$ cat src/rtl/cl_capture_sequencer_if.sv
// Camera Link channel bus between the deserialiser, the capture sequencer and the pixel FIFO write port.
// The master side drives the camera bits and FIFO status; the slave (sequencer) drives FIFO writes and framing pulses.
interface cl_capture_sequencer_if #(
  parameter int DW = 24
);
  logic          fval;
  logic          lval;
  logic          dval;
  logic [DW-1:0] pix_in;
  logic          fifo_prog_full;
  logic          wr_en;
  logic [DW-1:0] pix_out;
  logic          sof;
  logic          eol;
  logic          eof;

  modport master (
    output fval, lval, dval, pix_in, fifo_prog_full,
    input  wr_en, pix_out, sof, eol, eof
  );

  modport slave (
    input  fval, lval, dval, pix_in, fifo_prog_full,
    output wr_en, pix_out, sof, eol, eof
  );
endinterface

$ cat src/rtl/cl_capture_sequencer.sv
// Frame-capture controller for one Camera Link channel: aligns to a whole frame, gates FIFO writes,
// counts pixels/lines/frames and keeps sticky line-length, frame-height and overflow error flags.
module cl_capture_sequencer #(
  parameter int PIX_PER_BEAT = 2,
  parameter int DW           = 24,
  parameter int CNT_W        = 16
) (
  input  logic                  rxclk_div_1,
  input  logic                  sys_rst,
  input  logic                  locked_i,
  input  logic                  arm_i,
  input  logic                  clr_err_i,
  input  logic [CNT_W-1:0]      line_width_i,
  input  logic [CNT_W-1:0]      frame_height_i,
  cl_capture_sequencer_if.slave cl,
  output logic                  busy_o,
  output logic [CNT_W-1:0]      frame_count_o,
  output logic                  err_line_len_o,
  output logic                  err_frame_h_o,
  output logic                  err_overflow_o
);

  typedef enum logic [2:0] {
    S_IDLE,
    S_SYNC,
    S_WAIT_SOF,
    S_ACTIVE,
    S_DONE
  } state_e;

  state_e state_q, state_d;

  // Input stage plus one cycle of edge history
  logic          fval_q, lval_q, dval_q;
  logic [DW-1:0] pix_q;
  logic          fval_dly_q, lval_dly_q;

  logic [CNT_W-1:0] pix_cnt_q, pix_cnt_d;
  logic [CNT_W-1:0] line_cnt_q, line_cnt_d;
  logic [CNT_W-1:0] fc_q, fc_d;
  logic             ovf_blk_q, ovf_blk_d;
  logic             err_line_q, err_line_d;
  logic             err_fh_q, err_fh_d;
  logic             err_ovf_q, err_ovf_d;

  logic          wr_q, wr_d;
  logic          sof_q, sof_d;
  logic          eol_q, eol_d;
  logic          eof_q, eof_d;
  logic [DW-1:0] pix_out_q;

  logic             in_frame;
  logic [CNT_W:0]   pix_sum;
  logic             beat, fval_rise, frame_end, line_end;

  assign beat      = fval_q & lval_q & dval_q;
  assign fval_rise = fval_q & ~fval_dly_q;
  assign frame_end = ~fval_q & fval_dly_q;
  // A line only counts if it ended while the frame was still open
  assign line_end  = ~lval_q & lval_dly_q & fval_dly_q;

  always_comb begin
    state_d    = state_q;
    pix_cnt_d  = pix_cnt_q;
    line_cnt_d = line_cnt_q;
    fc_d       = fc_q;
    ovf_blk_d  = ovf_blk_q;
    err_line_d = err_line_q & ~clr_err_i;
    err_fh_d   = err_fh_q & ~clr_err_i;
    err_ovf_d  = err_ovf_q & ~clr_err_i;
    wr_d       = 1'b0;
    sof_d      = 1'b0;
    eol_d      = 1'b0;
    eof_d      = 1'b0;
    in_frame   = 1'b0;
    pix_sum    = '0;

    unique case (state_q)
      S_IDLE: begin
        if (arm_i && locked_i) begin
          state_d    = S_SYNC;
          fc_d       = '0;
          err_line_d = 1'b0;
          err_fh_d   = 1'b0;
          err_ovf_d  = 1'b0;
        end
      end
      S_SYNC: begin
        if (!fval_q) state_d = S_WAIT_SOF;
      end
      S_WAIT_SOF: begin
        if (fval_rise) begin
          state_d    = S_ACTIVE;
          sof_d      = 1'b1;
          in_frame   = 1'b1;
          pix_cnt_d  = '0;
          line_cnt_d = '0;
          ovf_blk_d  = 1'b0;
        end
      end
      S_ACTIVE: in_frame = 1'b1;
      S_DONE:   state_d  = arm_i ? S_WAIT_SOF : S_IDLE;
      default:  state_d  = S_IDLE;
    endcase

    if (in_frame) begin
      if (beat) begin
        // The beat that first sees prog_full is dropped too; the FIFO has no room for it
        wr_d = ~ovf_blk_d & ~cl.fifo_prog_full;
        if (cl.fifo_prog_full) begin
          ovf_blk_d = 1'b1;
          err_ovf_d = 1'b1;
        end
        pix_sum   = {1'b0, pix_cnt_d} + (CNT_W+1)'(PIX_PER_BEAT);
        pix_cnt_d = pix_sum[CNT_W] ? '1 : pix_sum[CNT_W-1:0];
      end
      if (line_end) begin
        eol_d = 1'b1;
        if (pix_cnt_d != line_width_i) err_line_d = 1'b1;
        line_cnt_d = line_cnt_d + CNT_W'(1);
        pix_cnt_d  = '0;
      end
      // Ordered after the line update so a shared falling edge checks the final line count
      if (frame_end) begin
        eof_d     = 1'b1;
        fc_d      = fc_q + CNT_W'(1);
        state_d   = S_DONE;
        ovf_blk_d = 1'b0;
        if (line_cnt_d != frame_height_i) err_fh_d = 1'b1;
      end
    end

    if (!locked_i) begin
      state_d    = S_IDLE;
      wr_d       = 1'b0;
      sof_d      = 1'b0;
      eol_d      = 1'b0;
      eof_d      = 1'b0;
      fc_d       = fc_q;
      ovf_blk_d  = 1'b0;
      pix_cnt_d  = pix_cnt_q;
      line_cnt_d = line_cnt_q;
      err_line_d = err_line_q & ~clr_err_i;
      err_fh_d   = err_fh_q & ~clr_err_i;
      err_ovf_d  = err_ovf_q & ~clr_err_i;
    end
  end

  always_ff @(posedge rxclk_div_1 or posedge sys_rst) begin
    if (sys_rst) begin
      state_q    <= S_IDLE;
      fval_q     <= 1'b0;
      lval_q     <= 1'b0;
      dval_q     <= 1'b0;
      pix_q      <= '0;
      fval_dly_q <= 1'b0;
      lval_dly_q <= 1'b0;
      pix_cnt_q  <= '0;
      line_cnt_q <= '0;
      fc_q       <= '0;
      ovf_blk_q  <= 1'b0;
      err_line_q <= 1'b0;
      err_fh_q   <= 1'b0;
      err_ovf_q  <= 1'b0;
      wr_q       <= 1'b0;
      sof_q      <= 1'b0;
      eol_q      <= 1'b0;
      eof_q      <= 1'b0;
      pix_out_q  <= '0;
    end else begin
      state_q    <= state_d;
      fval_q     <= cl.fval;
      lval_q     <= cl.lval;
      dval_q     <= cl.dval;
      pix_q      <= cl.pix_in;
      fval_dly_q <= fval_q;
      lval_dly_q <= lval_q;
      pix_cnt_q  <= pix_cnt_d;
      line_cnt_q <= line_cnt_d;
      fc_q       <= fc_d;
      ovf_blk_q  <= ovf_blk_d;
      err_line_q <= err_line_d;
      err_fh_q   <= err_fh_d;
      err_ovf_q  <= err_ovf_d;
      wr_q       <= wr_d;
      sof_q      <= sof_d;
      eol_q      <= eol_d;
      eof_q      <= eof_d;
      if (wr_d) pix_out_q <= pix_q;
    end
  end

  assign cl.wr_en        = wr_q;
  assign cl.pix_out      = pix_out_q;
  assign cl.sof          = sof_q;
  assign cl.eol          = eol_q;
  assign cl.eof          = eof_q;
  assign busy_o          = (state_q == S_WAIT_SOF) || (state_q == S_ACTIVE);
  assign frame_count_o   = fc_q;
  assign err_line_len_o  = err_line_q;
  assign err_frame_h_o   = err_fh_q;
  assign err_overflow_o  = err_ovf_q;

endmodule

$ cat src/flat_wrapper.sv
// flat-port wrapper written by rule: the top's interface ports become plain ports
module cl_capture_sequencer_flat 
#(
  parameter int PIX_PER_BEAT = 2,
  parameter int DW           = 24,
  parameter int CNT_W        = 16
)
  (rxclk_div_1, sys_rst, locked_i, arm_i, clr_err_i, line_width_i, frame_height_i, busy_o, frame_count_o, err_line_len_o, err_frame_h_o, err_overflow_o, cl_fval, cl_lval, cl_dval, cl_pix_in, cl_fifo_prog_full, cl_wr_en, cl_pix_out, cl_sof, cl_eol, cl_eof);
  cl_capture_sequencer_if #(.DW(DW)) cl_i ();
  input  logic rxclk_div_1;
  input  logic sys_rst;
  input  logic locked_i;
  input  logic arm_i;
  input  logic clr_err_i;
  input  logic [CNT_W-1:0] line_width_i;
  input  logic [CNT_W-1:0] frame_height_i;
  output logic busy_o;
  output logic [CNT_W-1:0] frame_count_o;
  output logic err_line_len_o;
  output logic err_frame_h_o;
  output logic err_overflow_o;
  input wire logic [$bits(cl_i.fval)-1:0] cl_fval;
  input wire logic [$bits(cl_i.lval)-1:0] cl_lval;
  input wire logic [$bits(cl_i.dval)-1:0] cl_dval;
  input wire logic [$bits(cl_i.pix_in)-1:0] cl_pix_in;
  input wire logic [$bits(cl_i.fifo_prog_full)-1:0] cl_fifo_prog_full;
  output wire logic [$bits(cl_i.wr_en)-1:0] cl_wr_en;
  output wire logic [$bits(cl_i.pix_out)-1:0] cl_pix_out;
  output wire logic [$bits(cl_i.sof)-1:0] cl_sof;
  output wire logic [$bits(cl_i.eol)-1:0] cl_eol;
  output wire logic [$bits(cl_i.eof)-1:0] cl_eof;
  assign cl_i.fval = cl_fval;
  assign cl_i.lval = cl_lval;
  assign cl_i.dval = cl_dval;
  assign cl_i.pix_in = cl_pix_in;
  assign cl_i.fifo_prog_full = cl_fifo_prog_full;
  assign cl_wr_en = cl_i.wr_en;
  assign cl_pix_out = cl_i.pix_out;
  assign cl_sof = cl_i.sof;
  assign cl_eol = cl_i.eol;
  assign cl_eof = cl_i.eof;
  cl_capture_sequencer #(.PIX_PER_BEAT(PIX_PER_BEAT), .DW(DW), .CNT_W(CNT_W)) u_core (.rxclk_div_1(rxclk_div_1), .sys_rst(sys_rst), .locked_i(locked_i), .arm_i(arm_i), .clr_err_i(clr_err_i), .line_width_i(line_width_i), .frame_height_i(frame_height_i), .cl(cl_i), .busy_o(busy_o), .frame_count_o(frame_count_o), .err_line_len_o(err_line_len_o), .err_frame_h_o(err_frame_h_o), .err_overflow_o(err_overflow_o));
endmodule
$ cat config.mk
export PLATFORM = sky130hd
export DESIGN_NAME = cl_capture_sequencer_flat
export DESIGN_NICKNAME = d
export VERILOG_FILES = /design/src/rtl/cl_capture_sequencer_if.sv /design/src/rtl/cl_capture_sequencer.sv /design/src/flat_wrapper.sv
export SDC_FILE = /design/constraint.sdc
export NUM_CORES = 1
export LEC_CHECK = 0
export CORE_UTILIZATION = 55
export CTS_CLUSTER_DIAMETER = 40
export DETAILED_ROUTE_END_ITERATION = 8
export DONT_BUFFER_PORTS = 1
export GPL_TIMING_DRIVEN = 0
export PLACE_DENSITY = 0.67
export SYNTH_ARGS = -nofsm -noshare
export SYNTH_HDL_FRONTEND = slang
export SYNTH_SLANG_ARGS = --single-unit
$ cat constraint.sdc
create_clock -name rxclk_div_1 -period 9.25 [get_ports rxclk_div_1]
set_input_delay 1.3875 -clock rxclk_div_1 [delete_from_list [all_inputs] [get_ports rxclk_div_1]]
set_output_delay 1.3875 -clock rxclk_div_1 [all_outputs]
set_load 0.05 [all_outputs]
==> results of run 1 <==
[layout by cell type (no fill, tap or decap), types with 4 or more instances in the layout]
| cell | instances |
|---|---|
| dfrtp_1 | 112 |
| nand2_1 | 73 |
| o21ai_0 | 62 |
| nor2_1 | 46 |
| nand3_1 | 32 |
| a21oi_1 | 25 |
| xnor2_1 | 19 |
| mux2_2 | 17 |
| inv_1 | 13 |
| o31ai_1 | 13 |
| clkbuf_1 | 12 |
| buf_2 | 12 |
| xor2_1 | 12 |
| nor3_1 | 11 |
| mux2_1 | 10 |
| nand4_1 | 9 |
| a31oi_1 | 9 |
| clkbuf_8 | 9 |
| and3_1 | 8 |
| mux2i_1 | 8 |
| or3_1 | 6 |
| nor4_1 | 6 |
| o41ai_1 | 5 |
| and4_1 | 4 |
| and2_1 | 4 |
| a22o_1 | 4 |
| a41oi_1 | 4 |
| clkinv_8 | 4 |
[area by class of cell]
cell class	instances	share of cell area (%)
diodes	2	0.0761
plain buffers	32	2.59
clock buffers	9	1.88
clock inverters	7	1.65
inverters	14	0.837
multi-input cells	471	47.3
flip-flops and latches	112	42.6
well taps	140	2.66
repair buffers	1	0.418
[final timing paths]
| check | cells after the start | from | end |
|---|---|---|---|
| setup / recovery | 14 | u_core.fval_dly_q | u_core.err_frame_h_o |
| hold / removal | 0 | u_core.fval_q | u_core.fval_dly_q |
| setup reg to reg | 14 | u_core.fval_dly_q | u_core.err_frame_h_o |
| hold reg to reg | 0 | u_core.fval_q | u_core.fval_dly_q |
| max in group asynchronous | 2 | sys_rst | u_core.cl.pix_out[10] |
| min in group asynchronous | 1 | sys_rst | u_core.cl.pix_out[0] |
[flip-flops by register name, indices dropped and copies added (netlist names), 3 cells and up]
name and cells:
u_core.pix_q 24, u_core.cl.pix_out 24, u_core.state_q 3, u_core.pix_cnt_q 16, u_core.line_cnt_q 16, u_core.frame_count_o 16
[cells by family after synthesis]
kind of cell,count (synthesis),synth area share [%]
xor gates and xnor gates,32,4.79
and+or+nand+nor,244,22.4
adders and majority gates,2,0.408
AOI/OAI and AO/OA,158,16.9
DFF,112,45.7
buffers and inverters,46,3.63
muxes,35,6.26
[report_power, final]
part           switching, mW  internal, mW
clock                  0.204         0.116
sequential            0.0202         0.502
combinational         0.0386        0.0234
[metal layers]
metal  track usage, %  vias to the layer above
met4             10.3                        0
met1             36.5                     2443
met2             45.8                      226
met3             7.02                       20
met5                0                        -
li1                 -                     2324
==> summary by stage, run 1 <==
Global routing
Summed over all layers, the global routing overflow is 0. In the global route stage, overall resource usage came out at 28.2%. The number of global-route vias before repair is 4886.

The initial antenna violation count is 2. Entering global routing, the biggest net connects 62 pins. The first global-routing pass estimated 25000 µm of wire.

Synthesis
The summed instance area of the synthesized netlist is 6140 µm². Ranked by total cell area, the synthesized netlist is headed by dfrtp_1 (46%), o21ai_0 (5.1%), nand2_1 (4.5%). The count of mapped cells out of synthesis is 629. The synthesized design devotes to its leading area cell type 45.7% of total area. The number of flops mapped to enable cells by yosys is 0. The net count after synthesis is 696.

The biggest area contributor in the post-synthesis netlist is dfrtp_1. Counting instances in the post-synthesis netlist gives the leading cell types as dfrtp_1 (112), nand2_1 (73), o21ai_0 (62). Counting flops and latches in the post-synthesis netlist gives 112. The count of distinct cell types in the synthesized netlist is 81. During synthesis, Yosys emitted a total of 0 warnings. The share of the Yosys chip area taken by registers is 45.7%. By instance count, the leading cell after synthesis is dfrtp_1.

For this run, the leading register cell type out of synthesis is dfrtp_1. The post-synthesis async set-or-reset flop share is 100%. The post-synthesis area per instance is 9.76 µm².

Floorplanning
The effective utilization at floorplan is 56.6%. The area of the core region is 10800 µm². After floorplanning, the core was divided into 38 placement rows.

The die covers 11600 µm². For this design the top-level I/O count stands at 113. The height of the chip is 108 µm. The width of the chip is 108 µm.

Critical path
The type of the worst setup path is reg2reg. Traced cell by cell, the critical path runs through and3b_2 -> nand2_4 -> buf_6 -> buf_2 -> clkbuf_1 -> and2_1 -> ha_1 -> nand4b_2 -> nor2_2 -> and3b_1 -> mux2i_1 -> xor2_1 -> nor4_1 -> a41oi_1. The cell at the slowest stage of the critical path is dfrtp_1. The register-to-register path setup slack is 5050 ps. For the worst setup path, the data required time is 9510 ps. At the worst endpoint, the arrival time is 4460 ps. The sort of element at the end of the critical path is a flop. The delay contributed by the slowest stage of the critical path is 530 ps. The kind of cell with the highest combined delay along the critical path is simple AND/OR/NAND/NOR gates.

The worst setup path is launched from a flop. The number of buffers and inverters on the critical path is 3. The maximum fanout encountered on the critical timing path is 10.

Detailed routing
The number of vias after detailed routing is 5013. The average vias per placed instance is 6.36. The highest metal layer used by the detailed router is met4. For this block, the initial DRC count from the detailed router was 392. The total detailed-routing wirelength is 15600 µm. The routed length on met2 is 7330 µm. Detailed routing placed a total of 1390 µm of wire on met3. The detail route stage leaves a number of antenna-violating nets equal to 0. The total iterations of the first detailed-routing run is 7. The wire length per cell after detailed routing is 19.8 µm. The post-route met1 wirelength is 6540 µm. The DRC violations left is 0.

Clock tree
TritonCTS built the clock tree. The CTS sink count is 112. The number of buffers inserted by post-CTS setup repair is 0. Clock-pin slew was measured on the worst setup and hold paths at 120 ps. The later-pin clock latency in the skew report is 400 ps.

The root buffer cell chosen for the clock tree is clkbuf_8. The largest buffer count on any clock path is 2. For this design, the CTS-stage hold fixing added 0 buffers.

The H-tree depth reported by CTS is 3. The post-cts repair resize count is 0. In this run, CTS created clock tree buffers numbering 9.

STA
The normalized max-slew margin is 45.7%. The final sum of negative setup slack is 0 ps. Clock skew on the completed layout was measured at 16.9 ps. For the pin with the worst max-slew slack, the measured transition is 815 ps. Setup violations remaining at the end of the flow were counted as 0.

The highest attainable clock frequency is 0.238 GHz. The worst path needs 4200 ps of the cycle, external delays included. Final hold analysis gives a worst-case slack of 395 ps. After layout, the worst path uses 45.4% of the clock period.

The worst-case setup margin in the final layout is 5050 ps. The final number of max-transition violations came to 0. The number of hold violations in the final report is 0. Setup repair after global routing left no endpoint under its margin.

Pwr
The worst-case vdd ir drop is 0.130 mV. The reported leakage power is 2.81 nW. Power spread over the standard cell area amounts to 137 nW/µm². After layout, the design draws a total of 904 µW.

Placement
The worst setup timing slack at the placement stage is 5150 ps. The congestion estimate from routability-driven global placement came to 0.926. The number of placed instances, taps included, is 770.

The area after detailed placement is 6340 µm². The number of port buffers is 0. Summed over all nets, the half-perimeter wirelength after detailed placement is 11300 µm.

Final layout
The finished layout holds 788 standard cells, fillers aside. The post-route netlist has 13.6% of its cells at a drive strength greater than 1. The number of filler instances in the final layout is 932. In the final layout, the multi-input gates occupy 3110 µm². After routing the design area is 6580 µm². The final core area utilization is 60.7%. The area added between synthesis and finish is 7.22%. Registers take 2800 µm². The final layout contains 708 nets.

Worst hold path
The classification of the worst-slack hold path is reg2reg.

Outcome
The flow ran to the end, and the final reports show no timing, DRC or antenna violations.

Run
The tool flagged a number of max-cap violations equal to 0.
Power figures use the tool's default switching activity.
==> run 2, diff against run 1 <==
--- a/config.mk
+++ b/config.mk
@@ -10,7 +10,7 @@
 export DETAILED_ROUTE_END_ITERATION = 8
 export DONT_BUFFER_PORTS = 1
 export GPL_TIMING_DRIVEN = 0
-export PLACE_DENSITY = 0.67
+export PLACE_DENSITY = 0.7
 export SYNTH_ARGS = -nofsm -noshare
 export SYNTH_HDL_FRONTEND = slang
 export SYNTH_SLANG_ARGS = --single-unit
==> constraint.sdc (replaced) <==
create_clock -name rxclk_div_1 -period 3.68 [get_ports rxclk_div_1]
set_input_delay 0.552 -clock rxclk_div_1 [delete_from_list [all_inputs] [get_ports rxclk_div_1]]
set_output_delay 0.552 -clock rxclk_div_1 [all_outputs]
set_load 0.05 [all_outputs]
==> run 2 against run 1 <==
Clock power increased by 150%. Routed wire length decreased by 2.4%. Clock skew increased by 17 ps. Combinational power increased to 2.5 times the previous value. Sequential cell count unchanged. Utilization decreased by 0.17 points. Maximum frequency increased by 24%. Register-to-register slack got worse by 4800 ps. Via count increased by 0.70%. Largest cell class unchanged.
==> summary by stage, run 2 (synthesized netlist as in run 1, its figures left out) <==
Outcome
The flow ran to the end, and the final reports show no timing, DRC or antenna violations.

STA
The final cycle utilization of the critical path is 92.1% (+47 points). The highest attainable clock frequency is 0.295 GHz (+24%). The worst-case setup margin in the final layout came to 291 ps (-4760 ps). The number of hold violations in the final report is 0 (unchanged). The tightest hold margin is 79.1 ps (-316 ps). The final worst clock skew is 34.1 ps (+17.2 ps). Setup repair after global routing left no endpoint under its margin. The minimum clock period after layout came to 3390 ps (-810 ps). The final count of negative-setup-slack endpoints was 0 (unchanged). The normalized max-slew margin is 49.1% (+3.4 points). The final number of max-transition violations is 0 (unchanged).

The actual transition at the worst max-transition pin came to 761 ps (-53.5 ps).

Floorplanning
The width of the chip is 108 µm (unchanged). The effective utilization at floorplan came to 56.6% (unchanged). The die area came to 11600 µm² (unchanged). The height of the chip is 108 µm (unchanged). The area of the core region is 10800 µm² (unchanged). The placement row count is 38 (unchanged). The count of boundary I/O pins is 113 (unchanged).

Critical path
The kind of cell with the highest combined delay on the critical path is simple AND/OR/NAND/NOR gates. The sort of element at the end of the critical path is a flop. The count of buffering cells on the critical path with inverters included is 2 (-1). The endpoint of the lowest-slack register-to-register path is u_core.err_frame_h_o. The maximum fanout encountered on the critical timing path was 28 (+18). The data arrival at the endpoint of the critical path is 3640 ps (-820 ps). The register-to-register path setup slack is 290 ps (-4760 ps). The required time of the worst setup path came to 3930 ps (-5580 ps).

Walking the worst path, the cells encountered are buf_4 -> and3b_2 -> nand2_4 -> buf_6 -> and2_1 -> ha_1 -> nand4b_2 -> or4_1 -> a21oi_1 -> xnor2_1 -> nand3_1 -> nor4_1 -> a41oi_1. For this design, the slowest cell found on the critical path is or4_1. The launch point of the worst reg-to-reg path is u_core.fval_q. The kind of launch point of the worst setup path is a flop. The worst reg-to-reg path cell count is 13 (-1). By startpoint and endpoint, the worst setup path is classified as reg2reg. The delay contributed by the slowest stage of the critical path came to 570 ps (+40 ps).

Pwr
The reported leakage power is 2.80 nW (-0.26%). The overall power is 2.26 mW (+150%). The worst-case vdd ir drop is 0.333 mV (+160%).

The total power density per cell area is 345 nW/µm² (+150%).

Detailed routing
The wire length per cell after detailed routing came to 19.4 µm (-2.1%). The DRC violations left is 0 (unchanged). The number of violations reported at the end of detailed-routing iteration 0 is 426 (+8.7%).

The count of antenna-violating nets left after detailed routing was 0 (unchanged). The total detailed-routing wirelength is 15200 µm (-2.4%). The average vias per placed instance is 6.42 (+0.95%).

The total iterations of the first detailed-routing run is 5 (-2). The number of vias after detailed routing came to 5048 (+0.70%).

Placement
The HPWL after detailed placement came to 11200 µm (-1.2%). The area after detailed placement is 6340 µm² (unchanged). The worst setup timing slack at the placement stage came to -471 ps (-5620 ps). The final RePlAce weighted congestion is 0.895 (-3.3%). The number of port buffers was 0 (unchanged).

Clock tree
The CTS sink count is 112 (unchanged). The cell chosen for the clock root is clkbuf_8. TritonCTS built the clock tree.

The H-tree depth reported by CTS is 3 (unchanged). The number of buffers inserted by post-CTS setup repair is 0 (unchanged). The CTS clock-pin slew for the worst setup and hold paths came to 150 ps (+30 ps).

The number of hold buffers added after CTS is 0 (unchanged). The later-pin clock latency in the skew report is 410 ps (about the same). The number of buffers added by the clock tree synthesis step is 9 (unchanged).

The largest buffer count on any clock path is 2 (unchanged).

Final layout
The library cells used most frequently in the layout, excluding fill and tap cells, are dfrtp_1 (112), nand2_1 (73), o21ai_0 (62). The total number of nets in the final design was 706 (-0.28%). The most common library cell in the layout ignoring fill and taps is dfrtp_1. The final core area utilization came to 60.5% (-0.17 points).

The area growth from synthesis to layout is 6.91%. The area of all placed cells without fillers is 6560 µm² (-0.29%). The fraction of layout instances using a drive strength above 1 is 13.5% (-0.11 points). The number of filler instances in the final layout is 917 (-1.6%).

Worst hold path
The tightest min-delay check is of the in2async type.

Run
The max-cap check violation count is 0 (unchanged).

Global routing
The total congestion overflow is 0 (unchanged). The all-layer global routing usage is 28.2% (-0.056 points). The number of global-route vias before repair is 4888 (+0.041%). The initial antenna violation count is 1 (-1). The maximum number of pins on one net before global-route repair is 69 (+11%). The wire length of the first global-routing pass was 25100 µm (+0.38%).
[run 2: what timing repair did]
| action | 4_1_cts | 5_1_grt |
|---|---|---|
| endpoints found under the hold margin | 0 | 0 |
| setup endpoints to repair | 1 | 0 |
| resized for setup | 0 | 0 |
[run 2: layout make-up]
class                      count  area, µm²  share of cell area [%]
sequential                   112       2800                    42.7
clock buffer                   9        124                    1.89
buffer                        30        161                    2.46
timing repair buffer           1       27.5                   0.420
clock inverter                 7       98.8                    1.51
tap                          140        175                    2.67
inverter                      14       55.1                   0.839
antenna                        2       5.00                  0.0763
multi-input combinational    471       3110                    47.4
[run 2: metrics by stage]
step / cells / setup TNS (ps)
floorplan: 629 / 0
global placement: 769 / -114550
detailed placement: 770 / -471
CTS: 784 / 0
global route: 785 / 0
finish: 786 / 0
[run 2: worst max path at each step]
| stage | from | endpoint | slack [ps] | depth (start not counted) |
|---|---|---|---|---|
| floorplan | sys_rst | u_core.cl.eof | 170 | 1 |
| global placement | sys_rst | u_core.pix_cnt_q[12] | -1030 | 1 |
| detailed placement | u_core.fval_q | u_core.err_frame_h_o | -470 | 15 |
| CTS | u_core.fval_q | u_core.err_frame_h_o | 300 | 13 |
| global route | u_core.fval_dly_q | u_core.err_frame_h_o | 80 | 12 |
| finish | u_core.fval_q | u_core.err_frame_h_o | 290 | 13 |
[run 2: power breakdown]
group,total [mW],internal (mW),leakage [nW],switching [mW]
registers,1.31,1.26,1.49,0.0500
logic,0.156,0.0585,1.20,0.0971
clock network,0.794,0.287,0.109,0.508
total,2.26,1.61,2.80,0.655
[run 2: worst register-to-register path, cell delays in order, from the launching register on]
cell and delay (ps):
dfrtp_1 390, buf_4 170, and3b_2 240, nand2_4 120, buf_6 250, and2_1 180, ha_1 210, nand4b_2 260
or4_1 570, a21oi_1 210, xnor2_1 150, nand3_1 90, nor4_1 240, a41oi_1 170
[run 2: routing by layer]
| layer | share of wire, % | routed length [µm] | GRT usage [%] | up-vias |
|---|---|---|---|---|
| met5 | 0 | 0 | 0 | - |
| met4 | 1.8 | 274 | 9.30 | 0 |
| met3 | 9.6 | 1470 | 8.05 | 22 |
| met2 | 48 | 7260 | 44.3 | 241 |
| met1 | 41 | 6210 | 37.4 | 2456 |
| li1 | - | - | - | 2329 |
